### src/rtl/bbs_sequencer.sv
// Blum-Blum-Shub random bit sequencer.
// Each step computes x(n+1) = x(n)^2 mod MOD with a bit-serial interleaved
// modular multiplier, spending SIZE cycles per square plus one emit cycle.
// The LSB of every new x is packed into an OUT_BITS word, which is offered
// on a valid/ready handshake. While a word waits for the consumer the
// generator is frozen.
module bbs_sequencer #(
    parameter int SIZE     = 16,
    parameter int MOD      = 40633,
    parameter int OUT_BITS = 8
) (
    input  logic                clk,
    input  logic                reset,
    input  logic                seed_valid,
    input  logic [SIZE-1:0]     seed_in,
    output logic                seed_err,
    output logic                out_valid,
    input  logic                out_ready,
    output logic [OUT_BITS-1:0] out_data,
    output logic                busy
);

    localparam int                CNT_W    = $clog2(OUT_BITS + 1);
    localparam int                IDX_W    = (SIZE > 1) ? $clog2(SIZE) : 1;
    localparam logic [SIZE:0]     MOD_W    = (SIZE + 1)'(MOD);
    localparam logic [IDX_W-1:0]  IDX_TOP  = IDX_W'(SIZE - 1);
    localparam logic [CNT_W-1:0]  CNT_FULL = CNT_W'(OUT_BITS);

    typedef enum logic [1:0] {S_IDLE, S_MUL, S_EMIT, S_HOLD} state_t;

    state_t                r_state;
    state_t                w_state_nxt;
    logic [SIZE-1:0]       r_x;
    logic [SIZE-1:0]       r_acc;
    logic [IDX_W-1:0]      r_idx;
    logic [CNT_W-1:0]      r_cnt;
    logic [OUT_BITS-1:0]   r_pack;
    logic [OUT_BITS-1:0]   r_out_data;
    logic                  r_out_valid;
    logic                  r_seed_err;
    logic                  w_busy;

    logic                  w_seed_ok;
    logic                  w_seed_bad;
    logic                  w_xfer;
    logic                  w_mul_last;
    logic                  w_word_done;
    logic [CNT_W-1:0]      w_cnt_inc;
    logic [OUT_BITS-1:0]   w_pack_nxt;

    // One multiplier step, MSB first: acc = 2*acc mod MOD, then add x if the
    // current multiplier bit is set. acc < MOD always holds, so each partial
    // result stays below 2*MOD and one conditional subtraction is enough.
    function automatic logic [SIZE-1:0] mod_step(input logic [SIZE-1:0] acc,
                                                 input logic [SIZE-1:0] x,
                                                 input logic            mbit);
        logic [SIZE:0] t;
        t = {acc, 1'b0};
        if (t >= MOD_W) t = t - MOD_W;
        if (mbit) begin
            t = t + {1'b0, x};
            if (t >= MOD_W) t = t - MOD_W;
        end
        return t[SIZE-1:0];
    endfunction

    assign w_seed_ok   = seed_valid && ({1'b0, seed_in} <  MOD_W);
    assign w_seed_bad  = seed_valid && ({1'b0, seed_in} >= MOD_W);
    assign w_xfer      = r_out_valid && out_ready;
    assign w_mul_last  = (r_idx == '0);
    assign w_cnt_inc   = r_cnt + 1'b1;
    assign w_word_done = (w_cnt_inc >= CNT_FULL);
    assign w_pack_nxt  = {r_pack[OUT_BITS-2:0], r_acc[0]};

    assign seed_err  = r_seed_err;
    assign out_valid = r_out_valid;
    assign out_data  = r_out_data;
    assign busy      = w_busy;

    // State register.
    always_ff @(posedge clk or negedge reset) begin
        if (!reset) r_state <= S_IDLE;
        else        r_state <= w_state_nxt;
    end

    // Next-state and busy decode; a valid seed overrides every state.
    always_comb begin
        w_state_nxt = r_state;
        w_busy      = (r_state == S_MUL) || (r_state == S_EMIT);
        if (w_seed_ok) begin
            w_state_nxt = S_MUL;
        end else begin
            case (r_state)
                S_IDLE: w_state_nxt = S_IDLE;
                S_MUL:  if (w_mul_last) w_state_nxt = S_EMIT;
                S_EMIT: w_state_nxt = w_word_done ? S_HOLD : S_MUL;
                S_HOLD: if (w_xfer) w_state_nxt = S_MUL;
                default: w_state_nxt = S_IDLE;
            endcase
        end
    end

    // Datapath: seed load, squaring, bit packing and output handshake.
    always_ff @(posedge clk or negedge reset) begin
        if (!reset) begin
            r_x         <= '0;
            r_acc       <= '0;
            r_idx       <= '0;
            r_cnt       <= '0;
            r_pack      <= '0;
            r_out_data  <= '0;
            r_out_valid <= 1'b0;
            r_seed_err  <= 1'b0;
        end else begin
            r_seed_err <= w_seed_bad;
            if (w_seed_ok) begin
                r_x         <= seed_in;
                r_acc       <= '0;
                r_idx       <= IDX_TOP;
                r_cnt       <= '0;
                r_pack      <= '0;
                r_out_valid <= 1'b0;
            end else begin
                case (r_state)
                    S_MUL: begin
                        r_acc <= mod_step(r_acc, r_x, r_x[r_idx]);
                        if (!w_mul_last) r_idx <= r_idx - 1'b1;
                    end
                    S_EMIT: begin
                        r_x    <= r_acc;
                        r_pack <= w_pack_nxt;
                        r_cnt  <= w_cnt_inc;
                        r_acc  <= '0;
                        r_idx  <= IDX_TOP;
                        if (w_word_done) begin
                            r_out_data  <= w_pack_nxt;
                            r_out_valid <= 1'b1;
                        end
                    end
                    S_HOLD: begin
                        if (w_xfer) begin
                            r_out_valid <= 1'b0;
                            r_cnt       <= '0;
                            r_pack      <= '0;
                        end
                    end
                    default: begin
                    end
                endcase
            end
        end
    end

endmodule

### config.mk
export PLATFORM = sky130hd
export DESIGN_NAME = bbs_sequencer
export DESIGN_NICKNAME = d
export VERILOG_FILES = /design/src/rtl/bbs_sequencer.sv
export SDC_FILE = /design/constraint.sdc
export NUM_CORES = 1
export LEC_CHECK = 0
export ABC_AREA = 1
export CAP_MARGIN = 10
export CORE_ASPECT_RATIO = 1.75
export CORE_UTILIZATION = 40
export CTS_CLUSTER_DIAMETER = 60
export DETAILED_ROUTE_END_ITERATION = 10
export GPL_TIMING_DRIVEN = 0
export HOLD_SLACK_MARGIN = 0.1
export PLACE_DENSITY = 0.64
export SYNTH_ARGS = -nofsm -noshare
export SYNTH_HDL_FRONTEND = slang
export SYNTH_SLANG_ARGS = --single-unit
### constraint.sdc
create_clock -name clk -period 3.65 [get_ports clk]
set_input_delay 0.73 -clock clk [delete_from_list [all_inputs] [get_ports clk]]
set_output_delay 0.73 -clock clk [all_outputs]
set_load 0.03 [all_outputs]
Yosys cells after proc, flatten, opt, wreduce, memory -nomap -nowiden
Index checks and enable logic that the tools add are counted.

Register bits: 59. Input bits: 20. Output and inout bits: 11.

Add/subtract/negate cells: 5. Magnitude comparators: 6. Eq/ne operators: 7. Muxes and demuxes: 29. Bitwise logic cells: 1. Reduce and logical (&&, ||, !) cells: 14.

Operator list (number): two-way mux 16 bit (5); two-way mux 17 bit (3); greater-or-equal comparator 17 x 16 -> 1 bit (second input constant) (2); case mux 16 bit (2 select lines) (1); adder 17 x 16 -> 17 bit (1); subtractor 17 x 16 -> 17 bit (second input constant) (1); greater-or-equal comparator 16 bit (second input constant) (1); < comparator 16 bit (second input constant) (1); two-way mux 4 bit (4); case mux 4 bit (2 select lines) (2); subtractor 16 bit (second input constant) (1); two-way mux 7 bit (2); case mux 7 bit (2 select lines) (1); inequality test 3 bit (second input constant) (4); two-way mux 2 bit (4); case mux 2 bit (4 select lines) (1); AND reduction 2 bit (3); AND reduction 3 bit (2); nonzero test 3 bit (2); < comparator 4 x 5 -> 1 bit (second input constant) (1); adder 4 x 1 -> 4 bit (second input constant) (1); binary-select mux 1 bit (select 4 bit) (1); equality test 2 bit (second input constant) (2); greater-or-equal comparator 4 bit (second input constant) (1); other kinds (10) (15).

Longest topological paths before layout
Depth in word-level cells: 10. Mapped depth: 35. Mapped depth without buffers: 35.

Least setup slack after synthesis
Ideal clock, no wire load.

Kind: register to register. From: register r_acc[0]. To: register r_acc[7]. Data arrival time: 3440 ps. Required time: 3533 ps. Path slack: 94 ps. Cell stages (with the launch flop): 32. Path buffers: 2. Clock period less this slack: 3556 ps. Cells stage by stage: dfrtp_1 -> inv_2 -> ha_1 -> inv_1 -> nand2_1 -> nand2_1 -> nand2_1 -> nand2_1 -> nand2_1 -> nand2_2 -> buf_2 -> xor2_1 -> inv_1 -> fa_1 -> inv_1 -> nor2_1 -> nand2_1 -> nand3_1 -> nor2_1 -> nand2_1 -> nand2_1 -> nand2_2 -> nand2_2 -> nand2_4 -> nand2_4 -> nand2_4 -> buf_2 -> nand4_1 -> nand2_1 -> nand2_1 -> nand2_1 -> nand2_1.

Cells in the longest elaborated chain, start to end: 10. Elaborated cells on any way between the ends: 12. Classes of those cells: add/sub (3); order compare (2); mux (7).

Ends and longest elaborated chain: start, declared (RTL line 34) `logic [SIZE-1:0] r_acc;`; start signal, assigned (RTL line 126) `r_acc <= mod_step(r_acc, r_x, r_x[r_idx]);`; subtractor 17 x 16 -> 17 bit or greater-or-equal comparator 17 x 16 -> 1 bit (tied branches) (RTL line 59) `if (t >= MOD_W) t = t - MOD_W;`; two-way mux 17 bit (*) (RTL line 59); two-way mux 17 bit (*) (RTL line 124) `case (r_state)`; two-way mux 17 bit (*) (RTL line 116) `if (w_seed_ok) begin`; adder 17 x 16 -> 17 bit (RTL line 61) `t = t + {1'b0, x};`; subtractor 16 bit or greater-or-equal comparator 17 x 16 -> 1 bit (tied branches) (RTL line 62) `if (t >= MOD_W) t = t - MOD_W;`; two-way mux 16 bit (RTL line 62); two-way mux 16 bit (*) (RTL line 60) `if (mbit) begin`; case mux 16 bit (2 select lines) (*) (RTL line 124); two-way mux 16 bit (*) (RTL line 116).

Every way passes the cells marked *; elsewhere a longest branch is shown, timed or not. The select of a mux whose other input is x is not followed. A chain may end at the register's enable or synchronous reset.

Final worst setup path
From: register r_acc[8]. To: register r_acc[3].

Cells in the longest elaborated chain, start to end: 10. Elaborated cells on any way between the ends: 12. Classes of those cells: add/sub (3); order compare (2); mux (7).

Ends and longest elaborated chain (RTL line): subtractor 17 x 16 -> 17 bit or greater-or-equal comparator 17 x 16 -> 1 bit (tied branches) (59); two-way mux 17 bit (*) (59); two-way mux 17 bit (*) (124); two-way mux 17 bit (*) (116); adder 17 x 16 -> 17 bit (61); greater-or-equal comparator 17 x 16 -> 1 bit or subtractor 16 bit (tied branches) (62); two-way mux 16 bit (62); two-way mux 16 bit (*) (60); case mux 16 bit (2 select lines) (*) (124); two-way mux 16 bit (*) (116).

Marks and branches as above.

==> flow_metrics.env <==
export IMPL_grt_pass1_wl_um=26900
export IMPL_n_antenna_cell=0
export IMPL_fin_tns_setup_ns=-2.46
export IMPL_cp_arrival_ns=4.06
export IMPL_cts_htree_levels=3
export IMPL_r2r_worst_path_cells=30
export IMPL_yosys_register_bits=59
export IMPL_slew_headroom_pct=49.6
export IMPL_die_h_um=152
export IMPL_grt_overflow=0
export IMPL_route_detailed_drc=0
export IMPL_worstPathRequired_ns=3.87
export IMPL_async_reset_ff_share_pct=100
export IMPL_ys_flop_type="dfrtp_1"
export IMPL_drive_above_1_share_pct=34.0
export IMPL_outcome="finished with violations"
export IMPL_fin_skew_ns=0.00469
export IMPL_gp_congestion=0.891
export IMPL_period_share_pct=105
export IMPL_hold_path_class="in -> async"
export IMPL_cts_sinks=59
export IMPL_vias=5905
export IMPL_layout_nets=975
export IMPL_ys_warn_count=0
export IMPL_yosysUniqueCellTypes=42
export IMPL_grt_use_total_pct=26.6
export IMPL_worstReg2RegStart="r_acc[8]$_DFFE_PN0P_"
export IMPL_holdBufCountCts=0
export IMPL_rr_endpoint="r_acc[3]$_DFFE_PN0P_"
export IMPL_first_global_vias=5755
export IMPL_wl_per_cell_um=16.7
export IMPL_setup_viol=16
export IMPL_dr_pass1_iters=5
export IMPL_drtAntennaViolNets=0
export IMPL_layout_setup_ws_ns=-0.194
export IMPL_start_kind="flop"
export IMPL_final_fill_count=1030
export IMPL_synth_edf_count=0
export IMPL_cp_common_cell="nand2_1"
export IMPL_drt_iter0_drc=364
export IMPL_cellLeakagePower_uw=0.00377
export IMPL_grt_max_degree=40
export IMPL_finalHoldViolations=0
export IMPL_syn2layout_area_growth_pct=48.2
export IMPL_clock_latency_ns=0.33
export IMPL_critical_path_slowest_cell="dfrtp_1"
export IMPL_endpoint_kind="flop"
export IMPL_dpl_worst_slack_ns=-0.826
export IMPL_ir_drop_v=0.000534
export IMPL_maxCapViolCount=0
export IMPL_max_slew_worst_pin_slew_ns=0.751
export IMPL_cts_root_buf="clkbuf_16"
export IMPL_rows=54
export IMPL_vias_per_cell=5.36
export IMPL_hpwl_um=12900
export IMPL_start_util_pct=41.1
export IMPL_fp_dieW_um=87.7
export IMPL_rsz0062_at_grt="true"
export IMPL_cts_path_max_buffers=2
export IMPL_drv_slew=0
export IMPL_cts_tree="built"
export IMPL_p_per_area_nw_per_um2=1030
export IMPL_cts_buffers=9
export IMPL_fin_crit_ns=3.84
export IMPL_avgSynthCellArea_sq_um=6.47
export IMPL_routed_wl_um=18400
export IMPL_path_class="reg -> reg"
export IMPL_path_clk_slew_ns=0.05
export IMPL_synthCells=794
export IMPL_seq_area_frac_synth_pct=28.8
export IMPL_max_stage_delay_ns=0.43
export IMPL_portBuffers=30
export IMPL_coreArea_sq_um=12500
export IMPL_antenna_found_initial=0
export IMPL_cp_max_fo=8
export IMPL_r2r_slack_ns=-0.19
export IMPL_violations="setup timing"
export IMPL_fmax_ghz=0.260
export IMPL_io_pins=31
export IMPL_die_area_sq_um=13300
export IMPL_synth_nets=840
export IMPL_netlist_area_sq_um=5130
==> cell usage after synthesis (5+ instances only) <==
| library cell | count | area, sq um |
|---|---|---|
| a21oi_1 | 31 | 155 |
| buf_2 | 5 | 25.0 |
| clkbuf_1 | 10 | 37.5 |
| dfrtp_1 | 59 | 1480 |
| ha_1 | 25 | 313 |
| inv_1 | 115 | 432 |
| inv_2 | 8 | 30.0 |
| nand2_1 | 270 | 1010 |
| nand2_2 | 16 | 100 |
| nand3_1 | 55 | 275 |
| nand4_1 | 25 | 156 |
| nor2_1 | 53 | 199 |
| nor3_1 | 7 | 35.0 |
| o211ai_1 | 6 | 45.0 |
| o21ai_0 | 37 | 185 |
| o221ai_1 | 9 | 78.8 |
| xor2_1 | 21 | 184 |
==> kinds of logic after synthesis <==
group	synth area share, %
flops	28.8
xor+xnor	4.43
fa+ha+maj	6.48
simple gates	37.8
compound gates	11.9
buf+inv	10.6
==> worst max path at each step <==
stage / from / cells after the start / to
after floorplan: r_acc[0]$_DFFE_PN0P_ / 31 / r_acc[7]$_DFFE_PN0P_
after global placement: r_acc[0]$_DFFE_PN0P_ / 32 / r_acc[11]$_DFFE_PN0P_
after detailed placement: r_acc[0]$_DFFE_PN0P_ / 32 / r_acc[11]$_DFFE_PN0P_
after CTS: r_acc[0]$_DFFE_PN0P_ / 34 / r_acc[11]$_DFFE_PN0P_
after global routing: r_acc[8]$_DFFE_PN0P_ / 30 / r_acc[3]$_DFFE_PN0P_
final: r_acc[8]$_DFFE_PN0P_ / 30 / r_acc[3]$_DFFE_PN0P_
==> layout by cell type, fill, tap and decap left out, drive strengths merged, types with 25 or more instances in the layout <==
cell,n
nand2,290
inv,123
buf,102
dfrtp,59
nor2,57
nand3,57
o21ai,38
a21oi,35
clkdlybuf4s50,29
nand4,25
ha,25
==> through the flow <==
| step | hold WS [ns] | util, % | power (uW) | cells | area, sq um |
|---|---|---|---|---|---|
| floorplan | 0.434 | - | 3830 | 794 | 5130 |
| global placement | 0.464 | 45.2 | 4830 | 992 | 5650 |
| detailed placement | 0.475 | 45.3 | 4860 | 993 | 5660 |
| CTS | 0.376 | 55.9 | 7000 | 1082 | 6990 |
| global route | 0.401 | 60.9 | 8340 | 1101 | 7610 |
| finish | 0.369 | 60.9 | 7810 | 1101 | 7610 |
==> metal layers <==
| layer | part of all wire (%) | vias up | GRT usage, % |
|---|---|---|---|
| li1 | - | 2840 | - |
| met5 | 0 | - | 0 |
| met2 | 55 | 218 | 50.7 |
| met1 | 34 | 2747 | 24.2 |
| met3 | 3.3 | 100 | 2.61 |
| met4 | 7.8 | 0 | 21.0 |
==> where the power goes <==
part / total [uW] / switching, uW / internal [uW]
Combinational: 6010 / 3520 / 2490
Clock: 740 / 271 / 469
Sequential: 1060 / 214 / 849
==> flip-flops by register name, indices dropped and copies added (netlist names) <==
register	flops
out_valid	1
seed_err	1
r_idx	4
r_cnt	4
r_pack	7
r_x	16
out_data	8
r_state	2
r_acc	16
==> worst max-delay path: cells and delay by family (launching register included) <==
family,cells,cell delay [ns]
and+or+nand+nor,22,2.17
DFF,1,0.43
adders and majority gates,1,0.26
buffers and inverters,6,0.62
xor gates and xnor gates,1,0.21
==> timing repair <==
action / 4_1_cts / 5_1_grt
endpoints found under the setup margin: 16 / 16
resized for setup: 124 / 120
buffers inserted: 73 / 19
pin swaps: 52 / 70
cloned: 1 / 0
endpoints found under the hold margin: 0 / 0
==> final cells by class <==
cell class	count	area (sq um)	share of cell area, %
buffer	17	120	1.58
clock buffer	12	246	3.24
clock inverter	3	15.0	0.197
inverter	124	480	6.31
multi-input combinational	594	4010	52.7
sequential	59	1480	19.4
tap	168	210	2.76
timing repair buffer	124	1040	13.7
(Power assumes the default switching activity.)
